## src/rtl/pipeline_ctrl_pkg.sv

```systemverilog
// pipeline_ctrl_pkg
// Shared pipeline definitions: NOP encoding, register-index width, the
// SPECIAL funct codes that classify mult/div and mfhi/mflo, the memory
// wait FSM state type and the load-use hazard helper.
package pipeline_ctrl_pkg;

   localparam int          REG_IDX_W  = 5;
   localparam logic [31:0] NOP_INSTR  = 32'h0000_0000;

   localparam logic [5:0]  OP_SPECIAL = 6'h00;
   localparam logic [5:0]  FUNCT_MFHI  = 6'h10;
   localparam logic [5:0]  FUNCT_MFLO  = 6'h12;
   localparam logic [5:0]  FUNCT_MULT  = 6'h18;
   localparam logic [5:0]  FUNCT_MULTU = 6'h19;
   localparam logic [5:0]  FUNCT_DIV   = 6'h1A;
   localparam logic [5:0]  FUNCT_DIVU  = 6'h1B;

   typedef enum logic [1:0] {
      MS_RUN  = 2'd0,
      MS_WAIT = 2'd1,
      MS_ERR  = 2'd2
   } mem_state_e;

   // $zero is never a real producer, so a load into r0 cannot create a hazard.
   function automatic logic load_use_hit(
      input logic                 ex_mem_read,
      input logic [REG_IDX_W-1:0] ex_rt,
      input logic [REG_IDX_W-1:0] id_rs,
      input logic [REG_IDX_W-1:0] id_rt,
      input logic                 id_uses_rt
   );
      return ex_mem_read && (ex_rt != '0) &&
             ((ex_rt == id_rs) || (id_uses_rt && (ex_rt == id_rt)));
   endfunction

endpackage

```

## src/rtl/pipeline_ctrl_if.sv

```systemverilog
// pipeline_ctrl_if
// Hazard/handshake bundle between the pipeline datapath and pipeline_ctrl.
//   master : datapath side, drives ID/EX/MEM status, receives enables/flushes
//   slave  : controller side
interface pipeline_ctrl_if;
   import pipeline_ctrl_pkg::*;

   logic [REG_IDX_W-1:0] id_rs;
   logic [REG_IDX_W-1:0] id_rt;
   logic                 id_uses_rt;
   logic                 id_muldiv;
   logic                 id_mfhilo;
   logic [REG_IDX_W-1:0] ex_rt;
   logic                 ex_mem_read;
   logic                 ex_branch_taken;
   logic                 mem_req;
   logic                 mem_ready;

   logic                 pc_en;
   logic                 ifid_en;
   logic                 idex_en;
   logic                 exmem_en;
   logic                 ifid_flush;
   logic                 idex_flush;
   logic                 memwb_flush;
   logic                 md_start;
   logic                 md_busy;
   logic                 mem_err;

   modport master (
      output id_rs, id_rt, id_uses_rt, id_muldiv, id_mfhilo,
             ex_rt, ex_mem_read, ex_branch_taken, mem_req, mem_ready,
      input  pc_en, ifid_en, idex_en, exmem_en,
             ifid_flush, idex_flush, memwb_flush, md_start, md_busy, mem_err
   );

   modport slave (
      input  id_rs, id_rt, id_uses_rt, id_muldiv, id_mfhilo,
             ex_rt, ex_mem_read, ex_branch_taken, mem_req, mem_ready,
      output pc_en, ifid_en, idex_en, exmem_en,
             ifid_flush, idex_flush, memwb_flush, md_start, md_busy, mem_err
   );

endinterface

```

## src/rtl/pipeline_ctrl_mdcnt.sv

```systemverilog
// pipeline_ctrl_mdcnt
// Mult/div busy tracker: down-counter loaded with MULDIV_LAT on start,
// busy while non-zero.
//   clk, rst_n : clock, async active-low reset
//   start      : one-cycle start strobe issued to the mult/div unit
//   busy       : result not yet valid
module pipeline_ctrl_mdcnt #(
   parameter int MULDIV_LAT = 4
) (
   input  logic clk,
   input  logic rst_n,
   input  logic start,
   output logic busy
);

   localparam int            CW    = $clog2(MULDIV_LAT + 1);
   localparam logic [CW-1:0] LAT_C = CW'(MULDIV_LAT);

   logic [CW-1:0] cnt_q, cnt_d;

   always_comb begin
      cnt_d = cnt_q;
      if (start)
         cnt_d = LAT_C;
      else if (cnt_q != '0)
         cnt_d = cnt_q - CW'(1);
   end

   always_ff @(posedge clk or negedge rst_n) begin
      if (!rst_n)
         cnt_q <= '0;
      else
         cnt_q <= cnt_d;
   end

   assign busy = (cnt_q != '0);

endmodule

```

## src/rtl/pipeline_ctrl.sv

```systemverilog
// pipeline_ctrl
// Stall/flush sequencer for the 5-stage pipeline. Combines memory wait and
// timeout, taken-branch flush, load-use and hi/lo interlocks into per-stage
// enables and flushes, and issues the mult/div start strobe.
//   clk, rst_n : clock, async active-low reset
//   ctl        : pipeline_ctrl_if.slave (ID/EX/MEM status in, controls out)
//
// Memory FSM
//   state   | meaning
//   MS_RUN  | no outstanding memory wait
//   MS_WAIT | MEM access waiting on mem_ready, wait counter running
//   MS_ERR  | wait exceeded MEM_TIMEOUT, pipeline frozen until reset
module pipeline_ctrl
   import pipeline_ctrl_pkg::*;
#(
   parameter int MULDIV_LAT  = 4,
   parameter int MEM_TIMEOUT = 255
) (
   input  logic            clk,
   input  logic            rst_n,
   pipeline_ctrl_if.slave  ctl
);

   localparam logic [7:0] TIMEOUT_C = 8'(MEM_TIMEOUT);

   mem_state_e state_q, state_d;
   logic [7:0] wait_cnt_q, wait_cnt_d;
   logic [7:0] wait_inc;
   logic       mem_waiting;
   logic       mem_stall;
   logic       load_use;
   logic       hilo_stall;
   logic       md_busy;
   logic       md_start;

   assign mem_waiting = ctl.mem_req & ~ctl.mem_ready;
   assign mem_stall   = mem_waiting | (state_q == MS_ERR);
   assign load_use    = load_use_hit(ctl.ex_mem_read, ctl.ex_rt, ctl.id_rs,
                                     ctl.id_rt, ctl.id_uses_rt);
   assign hilo_stall  = (ctl.id_mfhilo | ctl.id_muldiv) & md_busy;

   always_comb begin
      state_d    = state_q;
      wait_cnt_d = wait_cnt_q;
      wait_inc   = (wait_cnt_q == 8'hFF) ? wait_cnt_q : wait_cnt_q + 8'd1;
      unique case (state_q)
         MS_RUN, MS_WAIT: begin
            // The cycle that first sees the wait already counts toward the timeout.
            if (mem_waiting) begin
               wait_cnt_d = wait_inc;
               state_d    = (wait_inc >= TIMEOUT_C) ? MS_ERR : MS_WAIT;
            end else begin
               wait_cnt_d = '0;
               state_d    = MS_RUN;
            end
         end
         MS_ERR: begin
            state_d = MS_ERR;
         end
         default: begin
            state_d    = MS_RUN;
            wait_cnt_d = '0;
         end
      endcase
   end

   always_ff @(posedge clk or negedge rst_n) begin
      if (!rst_n) begin
         state_q    <= MS_RUN;
         wait_cnt_q <= '0;
      end else begin
         state_q    <= state_d;
         wait_cnt_q <= wait_cnt_d;
      end
   end

   // Outputs are held at their reset values while rst_n is low so the
   // pipeline sees a clean idle control set regardless of ID/EX inputs.
   always_comb begin
      ctl.pc_en       = 1'b1;
      ctl.ifid_en     = 1'b1;
      ctl.idex_en     = 1'b1;
      ctl.exmem_en    = 1'b1;
      ctl.ifid_flush  = 1'b0;
      ctl.idex_flush  = 1'b0;
      ctl.memwb_flush = 1'b0;
      md_start        = 1'b0;
      if (rst_n) begin
         if (mem_stall) begin
            // Branch stays parked in EX; its flush is issued on release.
            ctl.pc_en       = 1'b0;
            ctl.ifid_en     = 1'b0;
            ctl.idex_en     = 1'b0;
            ctl.exmem_en    = 1'b0;
            ctl.memwb_flush = 1'b1;
         end else if (ctl.ex_branch_taken) begin
            ctl.ifid_flush = 1'b1;
            ctl.idex_flush = 1'b1;
         end else if (load_use | hilo_stall) begin
            ctl.pc_en      = 1'b0;
            ctl.ifid_en    = 1'b0;
            ctl.idex_flush = 1'b1;
         end else begin
            md_start = ctl.id_muldiv;
         end
      end
   end

   pipeline_ctrl_mdcnt #(
      .MULDIV_LAT (MULDIV_LAT)
   ) u_mdcnt (
      .clk   (clk),
      .rst_n (rst_n),
      .start (md_start),
      .busy  (md_busy)
   );

   assign ctl.md_start = md_start;
   assign ctl.md_busy  = md_busy;
   assign ctl.mem_err  = (state_q == MS_ERR);

endmodule

```

## src/flat_wrapper.sv

```systemverilog
// flat-port wrapper written by rule: the top's interface ports become plain ports
module pipeline_ctrl_flat import pipeline_ctrl_pkg::*;
#(
   parameter int MULDIV_LAT  = 4,
   parameter int MEM_TIMEOUT = 255
)
  (clk, rst_n, ctl_id_rs, ctl_id_rt, ctl_id_uses_rt, ctl_id_muldiv, ctl_id_mfhilo, ctl_ex_rt, ctl_ex_mem_read, ctl_ex_branch_taken, ctl_mem_req, ctl_mem_ready, ctl_pc_en, ctl_ifid_en, ctl_idex_en, ctl_exmem_en, ctl_ifid_flush, ctl_idex_flush, ctl_memwb_flush, ctl_md_start, ctl_md_busy, ctl_mem_err);
  pipeline_ctrl_if ctl_i ();
  input  logic clk;
  input  logic rst_n;
  input wire logic [$bits(ctl_i.id_rs)-1:0] ctl_id_rs;
  input wire logic [$bits(ctl_i.id_rt)-1:0] ctl_id_rt;
  input wire logic [$bits(ctl_i.id_uses_rt)-1:0] ctl_id_uses_rt;
  input wire logic [$bits(ctl_i.id_muldiv)-1:0] ctl_id_muldiv;
  input wire logic [$bits(ctl_i.id_mfhilo)-1:0] ctl_id_mfhilo;
  input wire logic [$bits(ctl_i.ex_rt)-1:0] ctl_ex_rt;
  input wire logic [$bits(ctl_i.ex_mem_read)-1:0] ctl_ex_mem_read;
  input wire logic [$bits(ctl_i.ex_branch_taken)-1:0] ctl_ex_branch_taken;
  input wire logic [$bits(ctl_i.mem_req)-1:0] ctl_mem_req;
  input wire logic [$bits(ctl_i.mem_ready)-1:0] ctl_mem_ready;
  output wire logic [$bits(ctl_i.pc_en)-1:0] ctl_pc_en;
  output wire logic [$bits(ctl_i.ifid_en)-1:0] ctl_ifid_en;
  output wire logic [$bits(ctl_i.idex_en)-1:0] ctl_idex_en;
  output wire logic [$bits(ctl_i.exmem_en)-1:0] ctl_exmem_en;
  output wire logic [$bits(ctl_i.ifid_flush)-1:0] ctl_ifid_flush;
  output wire logic [$bits(ctl_i.idex_flush)-1:0] ctl_idex_flush;
  output wire logic [$bits(ctl_i.memwb_flush)-1:0] ctl_memwb_flush;
  output wire logic [$bits(ctl_i.md_start)-1:0] ctl_md_start;
  output wire logic [$bits(ctl_i.md_busy)-1:0] ctl_md_busy;
  output wire logic [$bits(ctl_i.mem_err)-1:0] ctl_mem_err;
  assign ctl_i.id_rs = ctl_id_rs;
  assign ctl_i.id_rt = ctl_id_rt;
  assign ctl_i.id_uses_rt = ctl_id_uses_rt;
  assign ctl_i.id_muldiv = ctl_id_muldiv;
  assign ctl_i.id_mfhilo = ctl_id_mfhilo;
  assign ctl_i.ex_rt = ctl_ex_rt;
  assign ctl_i.ex_mem_read = ctl_ex_mem_read;
  assign ctl_i.ex_branch_taken = ctl_ex_branch_taken;
  assign ctl_i.mem_req = ctl_mem_req;
  assign ctl_i.mem_ready = ctl_mem_ready;
  assign ctl_pc_en = ctl_i.pc_en;
  assign ctl_ifid_en = ctl_i.ifid_en;
  assign ctl_idex_en = ctl_i.idex_en;
  assign ctl_exmem_en = ctl_i.exmem_en;
  assign ctl_ifid_flush = ctl_i.ifid_flush;
  assign ctl_idex_flush = ctl_i.idex_flush;
  assign ctl_memwb_flush = ctl_i.memwb_flush;
  assign ctl_md_start = ctl_i.md_start;
  assign ctl_md_busy = ctl_i.md_busy;
  assign ctl_mem_err = ctl_i.mem_err;
  pipeline_ctrl #(.MULDIV_LAT(MULDIV_LAT), .MEM_TIMEOUT(MEM_TIMEOUT)) u_core (.clk(clk), .rst_n(rst_n), .ctl(ctl_i));
endmodule
```

## config.mk

```make
export PLATFORM = sky130hd
export DESIGN_NAME = pipeline_ctrl_flat
export DESIGN_NICKNAME = d
export VERILOG_FILES = /design/src/rtl/pipeline_ctrl_pkg.sv /design/src/rtl/pipeline_ctrl_if.sv /design/src/rtl/pipeline_ctrl_mdcnt.sv /design/src/rtl/pipeline_ctrl.sv /design/src/flat_wrapper.sv
export SDC_FILE = /design/constraint.sdc
export NUM_CORES = 1
export LEC_CHECK = 0
export CORE_AREA = 2 2 48 50
export CTS_CLUSTER_SIZE = 28
export DETAILED_ROUTE_END_ITERATION = 8
export DIE_AREA = 0 0 50 52
export PLACE_DENSITY = 0.87
export SLEW_MARGIN = 30
export SYNTH_ARGS = -nofsm -noshare
export SYNTH_HDL_FRONTEND = slang
export SYNTH_SLANG_ARGS = --single-unit
```

## constraint.sdc

```tcl
create_clock -name clk -period 5.1 [get_ports clk]
set_input_delay 1.53 -clock clk [delete_from_list [all_inputs] [get_ports clk]]
set_output_delay 1.53 -clock clk [all_outputs]
set_load 0.01 [all_outputs]
```

==> results of run 1 <==
==> flip-flops by register name, indices dropped and copies added (netlist names) <==
register,flops
u_core.wait_cnt_q,8
u_core.state_q,2
u_core.u_mdcnt.cnt_q,3
==> power by group through the flow <==
stage / Clock, W / Sequential, W / Combinational, W
after floorplan: 0 / 0.000124 / 0.0000758
after global placement: 0 / 0.000125 / 0.000123
after CTS: 0.0000654 / 0.000124 / 0.000128
after detailed placement: 0 / 0.000126 / 0.000129
final: 0.0000643 / 0.000124 / 0.000126
after global routing: 0.0000693 / 0.000126 / 0.000143
==> metal layers <==
layer  up-vias  GRT usage  routed length [um]
met5         -          0                   0
met2        46      0.382                1220
met1       443      0.206                 882
met3         9     0.0402                 146
li1        488          -                   -
met4         0     0.0880                  62
==> how the worst max path moves through the flow <==
stage,from,end,slack (ns),cells past startpoint
2_1_floorplan,ctl_ex_rt[0],ctl_pc_en,0.72,5
3_3_place_gp,ctl_ex_rt[0],ctl_ifid_en,-0.001,6
3_5_place_dp,ctl_ex_rt[0],ctl_ifid_en,-0.09,6
4_1_cts,ctl_ex_rt[0],ctl_md_start,0.01,6
5_1_grt,ctl_ex_rt[2],ctl_idex_flush,0.03,8
6_report,ctl_ex_rt[0],ctl_idex_flush,0.10,6
==> timing repair <==
item,CTS,global route
endpoints found under the setup margin,2,1
gates cloned,0,0
gates resized for setup,2,1
==> cell usage in the layout (no fill, tap or decap) <==
cell type	instances
o21a_1	4
a21o_1	1
clkbuf_1	1
nor3_1	1
a32o_1	1
or2_2	1
inv_1	6
dlygate4sd2_1	2
dlymetal6s2s_1	1
o2bb2ai_1	1
a21oi_2	1
clkbuf_4	3
and4_1	1
o21ai_0	6
o31ai_1	2
a21oi_1	9
nand2b_1	2
a31oi_1	4
nand4_1	3
nor2_1	10
o22a_1	1
nor2b_1	1
nand2_1	11
nand3_1	6
and2b_2	1
a221o_1	1
or4_1	1
buf_4	7
xnor2_1	11
and2_1	1
ha_1	3
a211oi_1	1
o22ai_1	1
and3_1	3
a211o_1	1
dfrtp_1	13
clkdlybuf4s50_1	30
==> cell families after synthesis <==
family                   synth area share
XOR/XNOR                            0.103
flip-flops                          0.348
adder cells (fa/ha/maj)            0.0402
buffers and inverters              0.0495
AND/OR/NAND/NOR                     0.222
AO/OA/AOI/OAI                       0.237
==> final cells by class <==
cell class,count,share of cell area
inverters,6,0.0166
flip-flops and latches,13,0.240
repair buffers,40,0.283
clock buffers,4,0.0194
multi-input cells,90,0.416
well taps,28,0.0259
==> metrics by stage <==
step	hold WS [ns]	power, W	setup WS, ns	instances	instance area (sq um)
detailed placement	0.555	0.000255	-0.0917	177	1330
floorplan	0.525	0.000200	0.722	113	935
global placement	0.544	0.000248	-0.00140	177	1330
global route	0.626	0.000338	0.0329	181	1360
CTS	0.564	0.000318	0.0143	181	1350
finish	0.562	0.000314	0.104	181	1360
==> worst reg2reg max path, cell delays in order, from the launching register on <==
cell and delay, ns:
dfrtp_1 0.45, ha_1 0.29, nand2_1 0.21, o21ai_0 0.12
a221o_1 0.35, a21oi_1 0.22, a21o_1 0.16
==> impl_metrics.yaml, run 1 <==
critical_path:
  cp_top_family: "buffers and inverters"
  ff2ff_setup_slack_ns: 3.24
  slowest_stage: "or4_1"
  slowest_delay_ns: 0.54
  reg2reg_from: "u_core.wait_cnt_q[0]$_DFFE_PN0N_"
  crit_fanout: 2
  crit_chain: "clkdlybuf4s50_1, or4_1, o21a_1, o2bb2ai_1, o21a_1, clkdlybuf4s50_1"
  cp.buffers_inverters: 2
  worstReg2RegEnd: "u_core.state_q[1]$_DFF_PN0_"
  timing_worst_setup_path_type: "in -> out"
  cp-end-kind: "output pin"
  reg2reg_depth: 6
  worstSetupStartpointType: "input pin"
  arrival_ns: 3.47
  cp.required_ns: 3.57
min_path:
  hold_class: "reg -> reg"
  worstHoldPathCells: 2
  min_from: "u_core.u_mdcnt.cnt_q[1]$_DFFE_PN0P_"
  hold_end: "u_core.u_mdcnt.cnt_q[1]$_DFFE_PN0P_"
timing:
  fmax_ghz: 0.200
  slew_headroom: 0.616
  fin_crit_ns: 5.00
  grt_setup_unrepaired: "no"
  tightest_slew_ns: 0.574
  fin_skew_ns: 0.00294
  slew_violations: 0
  setup_viol: 0
  finalHoldViolCount: 0
  tns_ns: 0
  fin_crit_sh: 0.980
pwr:
  switchingPower_w: 0.0000965
  power.density_nw_per_um2: 232
  p_clk_frac: 0.204
  pwr-share-comb: 0.402
  p_int_w: 0.000218
  seq_power_share: 0.394
  p_sw_frac: 0.307
  p_leak_nw: 0.591
  vdd_ir_drop_max_mv: 0.188
die:
  io_pins: 34
  core-area_sq_um: 2110
  die_h_um: 52
  die_w_um: 50
  start_util: 0.444
  num_rows: 17
  die_area_sq_um: 2600
route:
  drt_iter0_markers: 24
  antenna_left: 0
  drt-total-wl_um: 2310
  vias: 986
  route.detailed.drc: 0
  wire_per_inst_um: 12.8
  viasPerCell: 5.45
  drtPass1Iterations: 4
layout:
  area.growth.synth_to_final_pct: 45.0
  fin_util: 0.643
  multi_input_area_sq_um: 563
  regArea_sq_um: 325
  final_nets: 181
  antenna_cells: 0
  drive_above_1_share: 0.0850
  fill_cells: 181
logic_synthesis:
  yosys.area.top_type: "dfrtp_1"
  syn-num-nets: 140
  syn_area_sq_um: 935
  synthCells: 113
  synth-main-ff-cell: "dfrtp_1"
  yosys_warnings: 0
  yosys-top-cells-count: "13 x dfrtp_1, 11 x nand2_1, 11 x xnor2_1, 10 x nor2_1, 9 x a21oi_1"
  ys_top_cells_by_area: "dfrtp_1 35%, xnor2_1 10%, a21oi_1 4.8%, nand2_1 4.4%, ha_1 4.0%"
  ys_ff_latch: 13
  yosysSeqAreaShare: 0.348
  synth_cell_types: 34
  async_flop_share: 1.00
  synth.most_common_cell: "dfrtp_1"
  synth_top_area_share: 0.348
  syn_area_per_cell_sq_um: 8.27
  synth-edff-count: 0
clock_network:
  htree_levels: 1
  cts_tree: "built"
  clk_pin_slew_worst_paths_ns: 0.08
  cts_buffers: 3
  cts_num_sinks: 13
  cts_root_buf: "clkbuf_4"
  post_cts_buffers: 0
  cts_hold_buf: 0
  clk_path_buf_depth: 2
  clock_latency_ns: 0.28
placed_design:
  hpwl_um: 1890
  globalplace.congestion: 0.910
  port_buffers: 33
global_route:
  grt_max_degree: 16
  antenna_found_initial: 0
  grt_pass1_wl_um: 3970
  gr-total-overflow: 0
  grt_use_total: 0.199
  grt_pass1_vias: 976
outcome:
  outcome: "complete, no violations"
run:
  maxCapViolCount: 0
Note: power is estimated with default switching activity, not from simulation.
==> run 2: changes to the inputs <==
--- a/config.mk
+++ b/config.mk
@@ -5,11 +5,11 @@
 export SDC_FILE = /design/constraint.sdc
 export NUM_CORES = 1
 export LEC_CHECK = 0
-export CORE_AREA = 2 2 48 50
+export CORE_AREA = 2 2 55 57
 export CTS_CLUSTER_SIZE = 28
 export DETAILED_ROUTE_END_ITERATION = 8
-export DIE_AREA = 0 0 50 52
-export PLACE_DENSITY = 0.87
+export DIE_AREA = 0 0 57 59
+export PLACE_DENSITY = 0.7
 export SLEW_MARGIN = 30
 export SYNTH_ARGS = -nofsm -noshare
 export SYNTH_HDL_FRONTEND = slang
==> run 2 against run 1 <==
First-iteration DRC count increased to 3.3 times the previous value. Power rose by 0.41%. Worst hold slack improved by 0.012 ns. Combinational power about the same. Non-clock buffer count unchanged. Global-route usage decreased by 5.0 points. Critical path type unchanged. Largest cell class unchanged. Largest power group unchanged.
==> impl_metrics.yaml, run 2 (same netlist as run 1, synthesis figures left out) <==
clock_network:
  cts_tree: "built"
  clk_pin_slew_worst_paths_ns: 0.07
  cts_num_sinks: 13
  cts_resized: 2
  cts_hold_buf: 0
  clock_latency_ns: 0.28
  post_cts_buffers: 0
  clk_path_buf_depth: 2
  htree_levels: 1
  cts_root_buf: "clkbuf_4"
  cts_buffers: 3
route:
  antenna_left: 0
  drt-total-wl_um: 2360
  drtPass1Iterations: 6
  drt_iter0_markers: 79
  route.detailed.drc: 0
  viasPerCell: 5.30
  wire_per_inst_um: 12.8
  vias: 976
min_path:
  hold_class: "reg -> reg"
  min_from: "u_core.u_mdcnt.cnt_q[1]$_DFFE_PN0P_"
  worstHoldPathCells: 2
die:
  core-area_sq_um: 2710
  die_h_um: 59
  num_rows: 19
  die_w_um: 57
  io_pins: 34
  start_util: 0.345
  die_area_sq_um: 3360
outcome:
  outcome: "complete, no violations"
global_route:
  grt_pass1_vias: 983
  antenna_found_initial: 0
  grt_max_degree: 11
  gr-total-overflow: 0
  grt_pass1_wl_um: 3950
  grt_use_total: 0.149
placed_design:
  globalplace.congestion: 0.919
  placed_area_sq_um: 1330
  hpwl_um: 1980
  port_buffers: 33
timing:
  hold_slack_ns: 0.574
  fin_crit_ns: 5.03
  tns_ns: 0
  fin_skew_ns: 0.00272
  finalHoldViolCount: 0
  fmax_ghz: 0.199
  tightest_slew_ns: 0.612
  grt_setup_unrepaired: "no"
  slew_violations: 0
  slew_headroom: 0.590
  fin_crit_sh: 0.987
  setup_viol: 0
critical_path:
  reg2reg_depth: 6
  cp-end-kind: "output pin"
  timing_worst_setup_path_type: "in -> out"
  reg2reg_from: "u_core.wait_cnt_q[0]$_DFFE_PN0N_"
  worstSetupStartpointType: "input pin"
  worstReg2RegEnd: "u_core.state_q[1]$_DFF_PN0_"
  arrival_ns: 3.50
  crit_path_end: "ctl_idex_flush"
  ff2ff_setup_slack_ns: 3.28
  cp.required_ns: 3.57
  crit_fanout: 2
  critPathLaunch: "ctl_ex_rt[0]"
layout:
  top_regs: "u_core.wait_cnt_q x8, u_core.u_mdcnt.cnt_q x3, u_core.state_q x2"
  final_common_cell: "clkdlybuf4s50_1"
  final_nets: 181
  top_register: "u_core.wait_cnt_q"
  area.growth.synth_to_final_pct: 45.8
  drive_above_1_share: 0.0915
  largest_reg_flops: 8
  antenna_cells: 0
  fin_area_sq_um: 1360
  layout_common_cells: "31 x clkdlybuf4s50_1, 13 x dfrtp_1, 11 x nand2_1, 11 x xnor2_1, 10 x nor2_1"
pwr:
  vdd_ir_drop_max_mv: 0.157
  p_leak_nw: 0.574
  power.density_nw_per_um2: 232
run:
  maxCapViolCount: 0
[run 2: cell count changes in the layout (fill, tap and decap cells not counted)]
cell / delta
dlymetal6s2s_1: -1
clkdlybuf4s50_1: +1
o22ai_2: +1
o22ai_1: -1
[run 2: layer usage]
layer | GRT usage | wire, um | vias to the layer above
met5 | 0 | 0 | -
met4 | 0.0664 | 36 | 0
met3 | 0.0306 | 159 | 7
met2 | 0.273 | 1250 | 41
met1 | 0.168 | 919 | 446
li1 | - | - | 482
[run 2: worst max-delay path, cell delays in order]
cell	delay, ns
clkdlybuf4s50_1	0.43
or4_1	0.53
o21a_1	0.21
o2bb2ai_1	0.15
o21a_1	0.17
clkdlybuf4s50_1	0.48
[run 2: cell type report]
| type | instances | area, sq um |
|---|---|---|
| repair buffers | 40 | 380 |
| well taps | 31 | 38.8 |
| inverters | 6 | 22.5 |
| fillers | 275 | 1350 |
| clock buffers | 4 | 26.3 |
| multi-input cells | 90 | 569 |
| flip-flops and latches | 13 | 325 |
[run 2: power by group]
part / total [W] / internal (W) / switching, W
logic: 0.000128 / 0.0000709 / 0.0000569
registers: 0.000124 / 0.000117 / 0.00000695
clock network: 0.0000639 / 0.0000304 / 0.0000335
[run 2: how the worst min path moves through the flow]
stage	to	slack (ns)
floorplan	u_core.wait_cnt_q[1]$_DFFE_PN0N_	0.52
global placement	u_core.u_mdcnt.cnt_q[1]$_DFFE_PN0P_	0.55
detailed placement	u_core.u_mdcnt.cnt_q[1]$_DFFE_PN0P_	0.57
CTS	u_core.u_mdcnt.cnt_q[1]$_DFFE_PN0P_	0.58
global route	u_core.u_mdcnt.cnt_q[1]$_DFFE_PN0P_	0.62
finish	u_core.u_mdcnt.cnt_q[1]$_DFFE_PN0P_	0.57
[run 2: through the flow]
step | total power (W) | std cells | utilization | setup WS (ns)
floorplan | 0.000200 | 113 | - | 0.722
global placement | 0.000250 | 180 | 0.492 | -0.0179
detailed placement | 0.000257 | 180 | 0.492 | -0.0611
CTS | 0.000321 | 184 | 0.500 | 0.0539
global route | 0.000341 | 184 | 0.503 | 0.0194
finish | 0.000316 | 184 | 0.503 | 0.0685
